==> config.mk <==
export PLATFORM = sky130hd
export DESIGN_NAME = halt_drain_ctrl_flat
export DESIGN_NICKNAME = d
export VERILOG_FILES = /design/src/rtl/halt_drain_if.sv /design/src/rtl/halt_drain_ctrl.sv /design/src/flat_wrapper.sv
export SDC_FILE = /design/constraint.sdc
export NUM_CORES = 1
export LEC_CHECK = 0
export CORE_AREA = 2 2 49 51
export CTS_CLUSTER_DIAMETER = 50
export DETAILED_ROUTE_END_ITERATION = 10
export DIE_AREA = 0 0 51 53
export PLACE_DENSITY = 0.69
export SYNTH_ARGS = -nofsm -noshare
export SYNTH_HDL_FRONTEND = slang
export SYNTH_SLANG_ARGS = --single-unit
==> constraint.sdc <==
create_clock -name clk -period 3 [get_ports clk]
set_clock_uncertainty 0.15 [all_clocks]
set_input_delay 0.45 -clock clk [delete_from_list [all_inputs] [get_ports clk]]
set_output_delay 0.45 -clock clk [all_outputs]
set_load 0.01 [all_outputs]
==> src/rtl/halt_drain_if.sv <==
// Halt/drain controller bus: hazard-unit inputs and pipeline-control outputs.
// master = core/hazard side, slave = halt_drain_ctrl.
interface halt_drain_if #(
  parameter int CNT_W = 8
);
  logic             hlt_found;
  logic             stall;
  logic             flush;
  logic             mem_busy;
  logic             pc_wen;
  logic             ifid_wen;
  logic             ifid_flush;
  logic             idex_bubble;
  logic             pipe_wen;
  logic             hlt_in_ex;
  logic             hlt;
  logic [1:0]       state;
  logic [CNT_W-1:0] drain_cnt;
  logic             hlt_timeout;

  modport master (
    output hlt_found, stall, flush, mem_busy,
    input  pc_wen, ifid_wen, ifid_flush, idex_bubble, pipe_wen,
           hlt_in_ex, hlt, state, drain_cnt, hlt_timeout
  );

  modport slave (
    input  hlt_found, stall, flush, mem_busy,
    output pc_wen, ifid_wen, ifid_flush, idex_bubble, pipe_wen,
           hlt_in_ex, hlt, state, drain_cnt, hlt_timeout
  );
endinterface

==> src/rtl/halt_drain_ctrl.sv <==
// Halt sequencing for the 5-stage core: freezes fetch on HLT and drains it to WB.
// Optional drain watchdog enabled by defining HLT_WATCHDOG_EN.
module halt_drain_ctrl #(
  parameter int CNT_W     = 8,
  parameter int MAX_DRAIN = 64
) (
  input  logic       clk,
  input  logic       rst,
  halt_drain_if.slave bus
);
  typedef enum logic [1:0] {RUN = 2'd0, DRAIN = 2'd1, HALTED = 2'd2} state_t;

  if (MAX_DRAIN >= (2 ** CNT_W)) begin : g_bad_max_drain
    $error("MAX_DRAIN must fit in CNT_W bits");
  end

  state_t           state_q, state_d;
  logic             tok_ex, tok_mem, tok_wb;
  logic             sticky;
  logic [CNT_W-1:0] cnt_q;
  logic             adv, accept, wd_fire;
  logic             pc_wen, ifid_wen, ifid_flush, idex_bubble, pipe_wen;

  assign adv    = !bus.mem_busy;
  assign accept = (state_q == RUN) && bus.hlt_found && !bus.stall && !bus.flush && adv;

`ifdef HLT_WATCHDOG_EN
  logic timeout_q;
  // Compare against the pre-increment count so HALTED lands the cycle after the limit.
  assign wd_fire = (state_q == DRAIN) && (cnt_q == CNT_W'(MAX_DRAIN));
  always_ff @(posedge clk) begin
    if (rst) timeout_q <= 1'b0;
    else     timeout_q <= timeout_q | wd_fire;
  end
  assign bus.hlt_timeout = timeout_q;
`else
  assign wd_fire         = 1'b0;
  assign bus.hlt_timeout = 1'b0;
`endif

  always_comb begin
    state_d     = state_q;
    pc_wen      = 1'b0;
    ifid_wen    = 1'b0;
    ifid_flush  = 1'b0;
    idex_bubble = 1'b0;
    pipe_wen    = 1'b0;
    case (state_q)
      RUN: begin
        pc_wen      = adv && !bus.stall && !accept;
        ifid_wen    = adv && !bus.stall && !accept;
        ifid_flush  = bus.flush || accept;
        idex_bubble = bus.stall && adv;
        pipe_wen    = adv;
        if (accept) state_d = DRAIN;
      end
      DRAIN: begin
        // Keep NOPs flowing into IF/ID while the PC sits on the post-HLT address.
        ifid_wen   = adv;
        ifid_flush = 1'b1;
        pipe_wen   = adv;
        if (tok_wb || wd_fire) state_d = HALTED;
      end
      HALTED: begin
        ifid_wen   = adv;
        ifid_flush = 1'b1;
      end
      default: state_d = RUN;
    endcase
  end

  always_ff @(posedge clk) begin
    if (rst) begin
      state_q <= RUN;
      tok_ex  <= 1'b0;
      tok_mem <= 1'b0;
      tok_wb  <= 1'b0;
      sticky  <= 1'b0;
      cnt_q   <= '0;
    end else begin
      state_q <= state_d;
      if (adv) begin
        tok_ex  <= accept;
        tok_mem <= tok_ex;
        tok_wb  <= tok_mem;
      end
      sticky <= sticky | tok_wb | wd_fire;
      if (accept)
        cnt_q <= '0;
      else if ((state_q == DRAIN) && (cnt_q != '1))
        cnt_q <= cnt_q + 1'b1;
    end
  end

  assign bus.pc_wen      = pc_wen;
  assign bus.ifid_wen    = ifid_wen;
  assign bus.ifid_flush  = ifid_flush;
  assign bus.idex_bubble = idex_bubble;
  assign bus.pipe_wen    = pipe_wen;
  assign bus.hlt_in_ex   = tok_ex;
  assign bus.hlt         = tok_wb | sticky;
  assign bus.state       = state_q;
  assign bus.drain_cnt   = cnt_q;
endmodule
==> src/flat_wrapper.sv <==
// flat-port wrapper written by rule: the top's interface ports become plain ports
module halt_drain_ctrl_flat 
#(
  parameter int CNT_W     = 8,
  parameter int MAX_DRAIN = 64
)
  (clk, rst, bus_hlt_found, bus_stall, bus_flush, bus_mem_busy, bus_pc_wen, bus_ifid_wen, bus_ifid_flush, bus_idex_bubble, bus_pipe_wen, bus_hlt_in_ex, bus_hlt, bus_state, bus_drain_cnt, bus_hlt_timeout);
  halt_drain_if #(.CNT_W(CNT_W)) bus_i ();
  input  logic clk;
  input  logic rst;
  input wire logic [$bits(bus_i.hlt_found)-1:0] bus_hlt_found;
  input wire logic [$bits(bus_i.stall)-1:0] bus_stall;
  input wire logic [$bits(bus_i.flush)-1:0] bus_flush;
  input wire logic [$bits(bus_i.mem_busy)-1:0] bus_mem_busy;
  output wire logic [$bits(bus_i.pc_wen)-1:0] bus_pc_wen;
  output wire logic [$bits(bus_i.ifid_wen)-1:0] bus_ifid_wen;
  output wire logic [$bits(bus_i.ifid_flush)-1:0] bus_ifid_flush;
  output wire logic [$bits(bus_i.idex_bubble)-1:0] bus_idex_bubble;
  output wire logic [$bits(bus_i.pipe_wen)-1:0] bus_pipe_wen;
  output wire logic [$bits(bus_i.hlt_in_ex)-1:0] bus_hlt_in_ex;
  output wire logic [$bits(bus_i.hlt)-1:0] bus_hlt;
  output wire logic [$bits(bus_i.state)-1:0] bus_state;
  output wire logic [$bits(bus_i.drain_cnt)-1:0] bus_drain_cnt;
  output wire logic [$bits(bus_i.hlt_timeout)-1:0] bus_hlt_timeout;
  assign bus_i.hlt_found = bus_hlt_found;
  assign bus_i.stall = bus_stall;
  assign bus_i.flush = bus_flush;
  assign bus_i.mem_busy = bus_mem_busy;
  assign bus_pc_wen = bus_i.pc_wen;
  assign bus_ifid_wen = bus_i.ifid_wen;
  assign bus_ifid_flush = bus_i.ifid_flush;
  assign bus_idex_bubble = bus_i.idex_bubble;
  assign bus_pipe_wen = bus_i.pipe_wen;
  assign bus_hlt_in_ex = bus_i.hlt_in_ex;
  assign bus_hlt = bus_i.hlt;
  assign bus_state = bus_i.state;
  assign bus_drain_cnt = bus_i.drain_cnt;
  assign bus_hlt_timeout = bus_i.hlt_timeout;
  halt_drain_ctrl #(.CNT_W(CNT_W), .MAX_DRAIN(MAX_DRAIN)) u_core (.clk(clk), .rst(rst), .bus(bus_i));
endmodule
## Yosys cells after proc, flatten, opt, wreduce, memory -nomap -nowiden

Index checks and enable logic that the tools add are counted.

| storage, ports and cells | value |
|---|---|
| register bits after elaboration | 14 |
| latch bits | 0 |
| memory bits (writable) | 0 |
| bits in read-only memories | 0 |
| input port bits | 6 |
| output and inout bits | 18 |
| logic and storage cells | 40 |
| memories | 0 |

| cells by class | value |
|---|---|
| $add $sub $neg | 1 |
| multiply operators | 0 |
| div/mod/pow operators | 0 |
| order comparisons | 0 |
| equal/unequal tests | 5 |
| shift operators | 0 |
| muxes and demuxes | 8 |
| bitwise logic cells | 2 |
| reduce and logical (&&, ||, !) cells | 18 |

Operators with widths:

| cell | count |
|---|---|
| $add 8x1->8 const B | 1 |
| $logic_and 1x1->1 | 8 |
| $ne 8x8->1 const B | 1 |
| $pmux 2 s3 | 1 |
| $reduce_or 2->1 | 3 |
| $logic_not 1->1 | 4 |
| $mux 2 | 2 |
| $ne 2x1->1 const B | 2 |
| $pmux 1 s2 | 2 |
| $mux 1 | 3 |
| $reduce_and 3->1 | 1 |
| $eq 2x1->1 const B | 1 |
| $eq 2x2->1 const B | 1 |
| $logic_not 2->1 | 1 |
| $logic_or 1x1->1 | 1 |
| $not 1->1 | 1 |
| $or 1x1->1 | 1 |

## Logic depth before layout (Yosys ltp)

Gate-level depths: netlist (run 1).

| depth | value |
|---|---|
| word-level depth | 8 |
| depth in mapped cells | 6 |
| gate-level depth less buffers | 5 |

## Worst setup path before layout (run 1)

No wires, ideal clock.

| timing | value |
|---|---|
| path kind | input to output |
| start point | in bus_stall |
| end point | out bus_ifid_flush |
| data arrival time | 1478 ps |
| data required time | 2400 ps |
| slack | 922 ps |
| stages on the path | 4 |
| path buffers | 1 |
| path through | or3b_1 clkbuf_1 or2_1 a21oi_1 |

| on the way | value |
|---|---|
| longest elaborated chain between the ends | 6 |

Ends and longest elaborated chain:

| element | RTL line | RTL |
|---|---|---|
| from (decl) | flat_wrapper.sv:12 | `input wire logic [$bits(bus_i.stall)-1:0] bus_stall;` |
| $logic_not 1->1 | halt_drain_ctrl.sv:25 | `assign accept = (state_q == RUN) && bus.hlt_found && !bus.stall && !bus.flush && adv;` |
| $logic_and 1x1->1 (3 in series) | halt_drain_ctrl.sv:25 |  |
| $logic_or 1x1->1 | halt_drain_ctrl.sv:52 | `ifid_flush = bus.flush \|\| accept;` |
| $pmux 1 s2 | halt_drain_ctrl.sv:48 | `case (state_q)` |
| to (decl) | flat_wrapper.sv:17 | `output wire logic [$bits(bus_i.ifid_flush)-1:0] bus_ifid_flush;` |

Every way passes these cells.

## Worst setup path after layout (run 1)

Ends and elaborated chain as after synthesis.

==> results.yml, run 1 <==
routing:
  vias: 788
  avgViaCountPerCell: 5.15
  drt_first_pass_iters: 4
  iter_0_drt_violations: 7
  ant_nets: 0
  route.detailed.drc: 0
  routedWlPerCell_um: 12.2
  wl_mm: 1.86
sta:
  worst-slew-pin-transition_ns: 0.662
  report.final.slew_viol_count: 0
  rsz0062_at_grt: "false"
  report.final.setup_viol: 0
  timing.fmax_mhz: 356
  hold_ws_ns: 0.333
  slew_headroom_pct: 54.7
  finalCriticalPeriod_ns: 2.81
  postLayoutSetupSlackWorst_ns: 0.189
  timing.final.crit_share_pct: 93.7
  final_hold_viol_count: 0
  timing.setup.tns_ns: 0
global_route:
  grt_util_met3_pct: 4.52
  initial_antenna_violation_count: 0
  largest_net_degree_at_the_start_of_global_routing: 15
  grt.met1_usage_pct: 18.6
  grt_pass1_wl_mm: 3.15
  grt.overflow.total: 0
  first_global_vias: 715
  groute.usage.overall_pct: 15.5
  grtUsageMet2_pct: 27.1
  gr-max-usage-layer: "met2"
cts:
  cts_made_buffers: 3
  post_cts.repair.setup_buffers: 0
  path_clk_slew_ns: 0.08
  clock_latency_ns: 0.28
  tritoncts: "yes"
  post_cts_resize_count: 0
  cts_hold_repair.buffers: 0
  maximum_level_of_the_cts_h_tree: 1
  clockRootBuffer: "sky130_fd_sc_hd__clkbuf_4"
  clkSinkCount: 14
  cts.path.max_buffers: 2
power:
  report.power.total_uw: 411
  power.combinational.fraction_pct: 20.1
  clock_power_share_pct: 32.9
  swShare_pct: 25.5
  leakagePower_nw: 0.421
  power.ir.vdd_worst_mv: 0.254
  internal_power_uw: 306
  pwr_density_cell_nw_per_um2: 360
  p_seq_share_pct: 47.0
  switching_power_summed_over_all_nets_uw: 105
yosys:
  synth-seq-cells: 14
  synth-main-ff-cell: "sky130_fd_sc_hd__dfxtp_1"
  syn_avg_cell_area_um2: 8.50
  synth_enable_flop_cells: 0
  synthArstFlopShare_pct: 0
  syn_nets: 113
  synth.yosys.seq_area_share_pct: 32.7
  yosys_warnings: 0
  synthCells: 101
  synth.lib_cells_used.distinct: 34
  synthesized_cell_area_um2: 858
die:
  design.die.area_um2: 2700
  design.portCount: 24
  dieWidth_um: 51
  initial_core_util_pct: 40.0
  fp.coreArea_um2: 2150
  fp.dieH_um: 53
  rows: 17
place:
  dpl.cell_count: 149
  dpl-instance-area_um2: 1110
  preCtsSetupSlack_ns: 0.183
  hpwlAfterDp_mm: 1.37
  finalWeightedCongestion: 0.705
  io_buffers: 22
cells_and_area:
  fraction_of_final_layout_cells_sized_beyond_drive_strength_1_pct: 8.00
  postLayoutCoreUtil_pct: 53.2
  post-route-cell-area_um2: 1140
  finalNonFillerCells: 153
  area.growth.synth_to_final_pct: 33.1
  num_antenna_cells: 0
  layout.nets: 138
worst_setup_path:
  timing.critical_path.arrival_ns: 2.21
  worst-setup-path-type: "in -> out"
  worst_setup_path_start_kind: "primary input"
  worstPathMaxFanout: 3
  cp_data_required_time_ns: 2.40
  critical_path.endpoint_type: "output pin"
hold_path:
  worst_hold_path_type: "reg -> reg"
run:
  drv_cap: 0
status:
  outcome: "finished clean"
-- cell usage after synthesis (2+ instances only) --
cell type                    n  area, um2
sky130_fd_sc_hd__nor2_1      9       33.8
sky130_fd_sc_hd__o21ai_0     2       10.0
sky130_fd_sc_hd__nand4_1     2       12.5
sky130_fd_sc_hd__clkbuf_1    3       11.3
sky130_fd_sc_hd__nand2b_1    3       18.8
sky130_fd_sc_hd__a2111oi_0   2       17.5
sky130_fd_sc_hd__o21ai_1     4       20.0
sky130_fd_sc_hd__o21bai_1    2       15.0
sky130_fd_sc_hd__and4_1      2       17.5
sky130_fd_sc_hd__ha_1        6       75.1
sky130_fd_sc_hd__nand3_1     2       10.0
sky130_fd_sc_hd__nand2_1     2       7.51
sky130_fd_sc_hd__mux2i_1     6       60.1
sky130_fd_sc_hd__a211oi_1    5       37.5
sky130_fd_sc_hd__inv_1       7       26.3
sky130_fd_sc_hd__nor3_1      3       15.0
sky130_fd_sc_hd__dfxtp_1    14        280
sky130_fd_sc_hd__a21oi_1     5       25.0
sky130_fd_sc_hd__a31oi_1     2       12.5
sky130_fd_sc_hd__nor2b_1     6       37.5
-- layout by cell type, fill, tap and decap left out, types with 3 or more instances in the layout --
cell | netlist | layout
sky130_fd_sc_hd__buf_4 | 1 | 3
sky130_fd_sc_hd__a21oi_1 | 5 | 5
sky130_fd_sc_hd__nand2b_1 | 3 | 3
sky130_fd_sc_hd__a211oi_1 | 5 | 5
sky130_fd_sc_hd__nor2_1 | 9 | 9
sky130_fd_sc_hd__o21ai_1 | 4 | 4
sky130_fd_sc_hd__nor2b_1 | 6 | 6
sky130_fd_sc_hd__nor3_1 | 3 | 3
sky130_fd_sc_hd__dfxtp_1 | 14 | 14
sky130_fd_sc_hd__ha_1 | 6 | 6
sky130_fd_sc_hd__inv_1 | 7 | 7
sky130_fd_sc_hd__mux2i_1 | 6 | 6
sky130_fd_sc_hd__clkdlybuf4s50_1 | 0 | 22
sky130_fd_sc_hd__clkbuf_4 | 0 | 3
-- worst max-delay path, cell delays in order --
cell	delay [ns]
sky130_fd_sc_hd__clkdlybuf4s50_1	0.43
sky130_fd_sc_hd__or3b_1	0.40
sky130_fd_sc_hd__or2_1	0.25
sky130_fd_sc_hd__a21oi_1	0.13
sky130_fd_sc_hd__clkdlybuf4s50_1	0.55
-- registers in the layout (all words and copies together), names as in the netlist --
signal                cells
u_core.bus.drain_cnt      8
u_core.bus.hlt_in_ex      1
u_core.bus.state          2
u_core.sticky             1
u_core.tok_mem            1
u_core.tok_wb             1
-- routing by layer --
layer / part of all wire (%) / wire length (um)
met5: 0 / 0
met2: 50 / 932
met1: 46 / 862
met4: 0 / 0
met3: 3.4 / 64
-- power groups by stage --
| stage | sequential (mW) | combinational [mW] | clock [mW] |
|---|---|---|---|
| 4_1_cts | 0.193 | 0.0833 | 0.141 |
| 6_report | 0.193 | 0.0826 | 0.135 |
| 3_3_place_gp | 0.198 | 0.0812 | 0 |
| 3_5_place_dp | 0.197 | 0.0826 | 0 |
| 2_1_floorplan | 0.198 | 0.0461 | 0 |
| 5_1_grt | 0.194 | 0.0913 | 0.156 |
-- area by class of cell --
cell class                      instances  area (um2)
Clock buffer                            4        36.3
Timing Repair Buffer                   25         243
Inverter                                7        26.3
Fill cell                             206        1010
Sequential cell                        14         280
Multi-Input combinational cell         75         522
Tap cell                               28        35.0
-- cell families after synthesis --
kind of cell               count (synthesis)  synth area share, %
muxes                                      6                 7.00
DFF                                       14                 32.7
and+or+nand+nor                           38                 26.5
other                                      1                0.437
buffers and inverters                     12                 6.56
adders and majority gates                  6                 8.75
AOI/OAI and AO/OA                         24                 18.1
-- final timing paths --
check	start	to	slack (ns)	depth (start not counted)
worst max-delay path	bus_stall	bus_ifid_flush	0.19	5
worst min-delay path	u_core.bus.hlt_in_ex	u_core.bus.hlt_in_ex	0.33	2
worst max register to register	u_core.bus.state[1]	u_core.bus.drain_cnt[5]	0.79	5
worst min register to register	u_core.bus.hlt_in_ex	u_core.bus.hlt_in_ex	0.33	2
No activity file was read; power rests on OpenSTA's default activity.
==> inputs of run 2 (changes only) <==
--- a/config.mk
+++ b/config.mk
@@ -5,11 +5,13 @@
 export SDC_FILE = /design/constraint.sdc
 export NUM_CORES = 1
 export LEC_CHECK = 0
+export ABC_CLOCK_PERIOD_IN_PS = 3000
 export CORE_AREA = 2 2 49 51
 export CTS_CLUSTER_DIAMETER = 50
 export DETAILED_ROUTE_END_ITERATION = 10
 export DIE_AREA = 0 0 51 53
 export PLACE_DENSITY = 0.69
+export SLEW_MARGIN = 15
 export SYNTH_ARGS = -nofsm -noshare
 export SYNTH_HDL_FRONTEND = slang
 export SYNTH_SLANG_ARGS = --single-unit
==> results of run 2 <==
Final layout, timing and power as in run 1 (identical DEF).
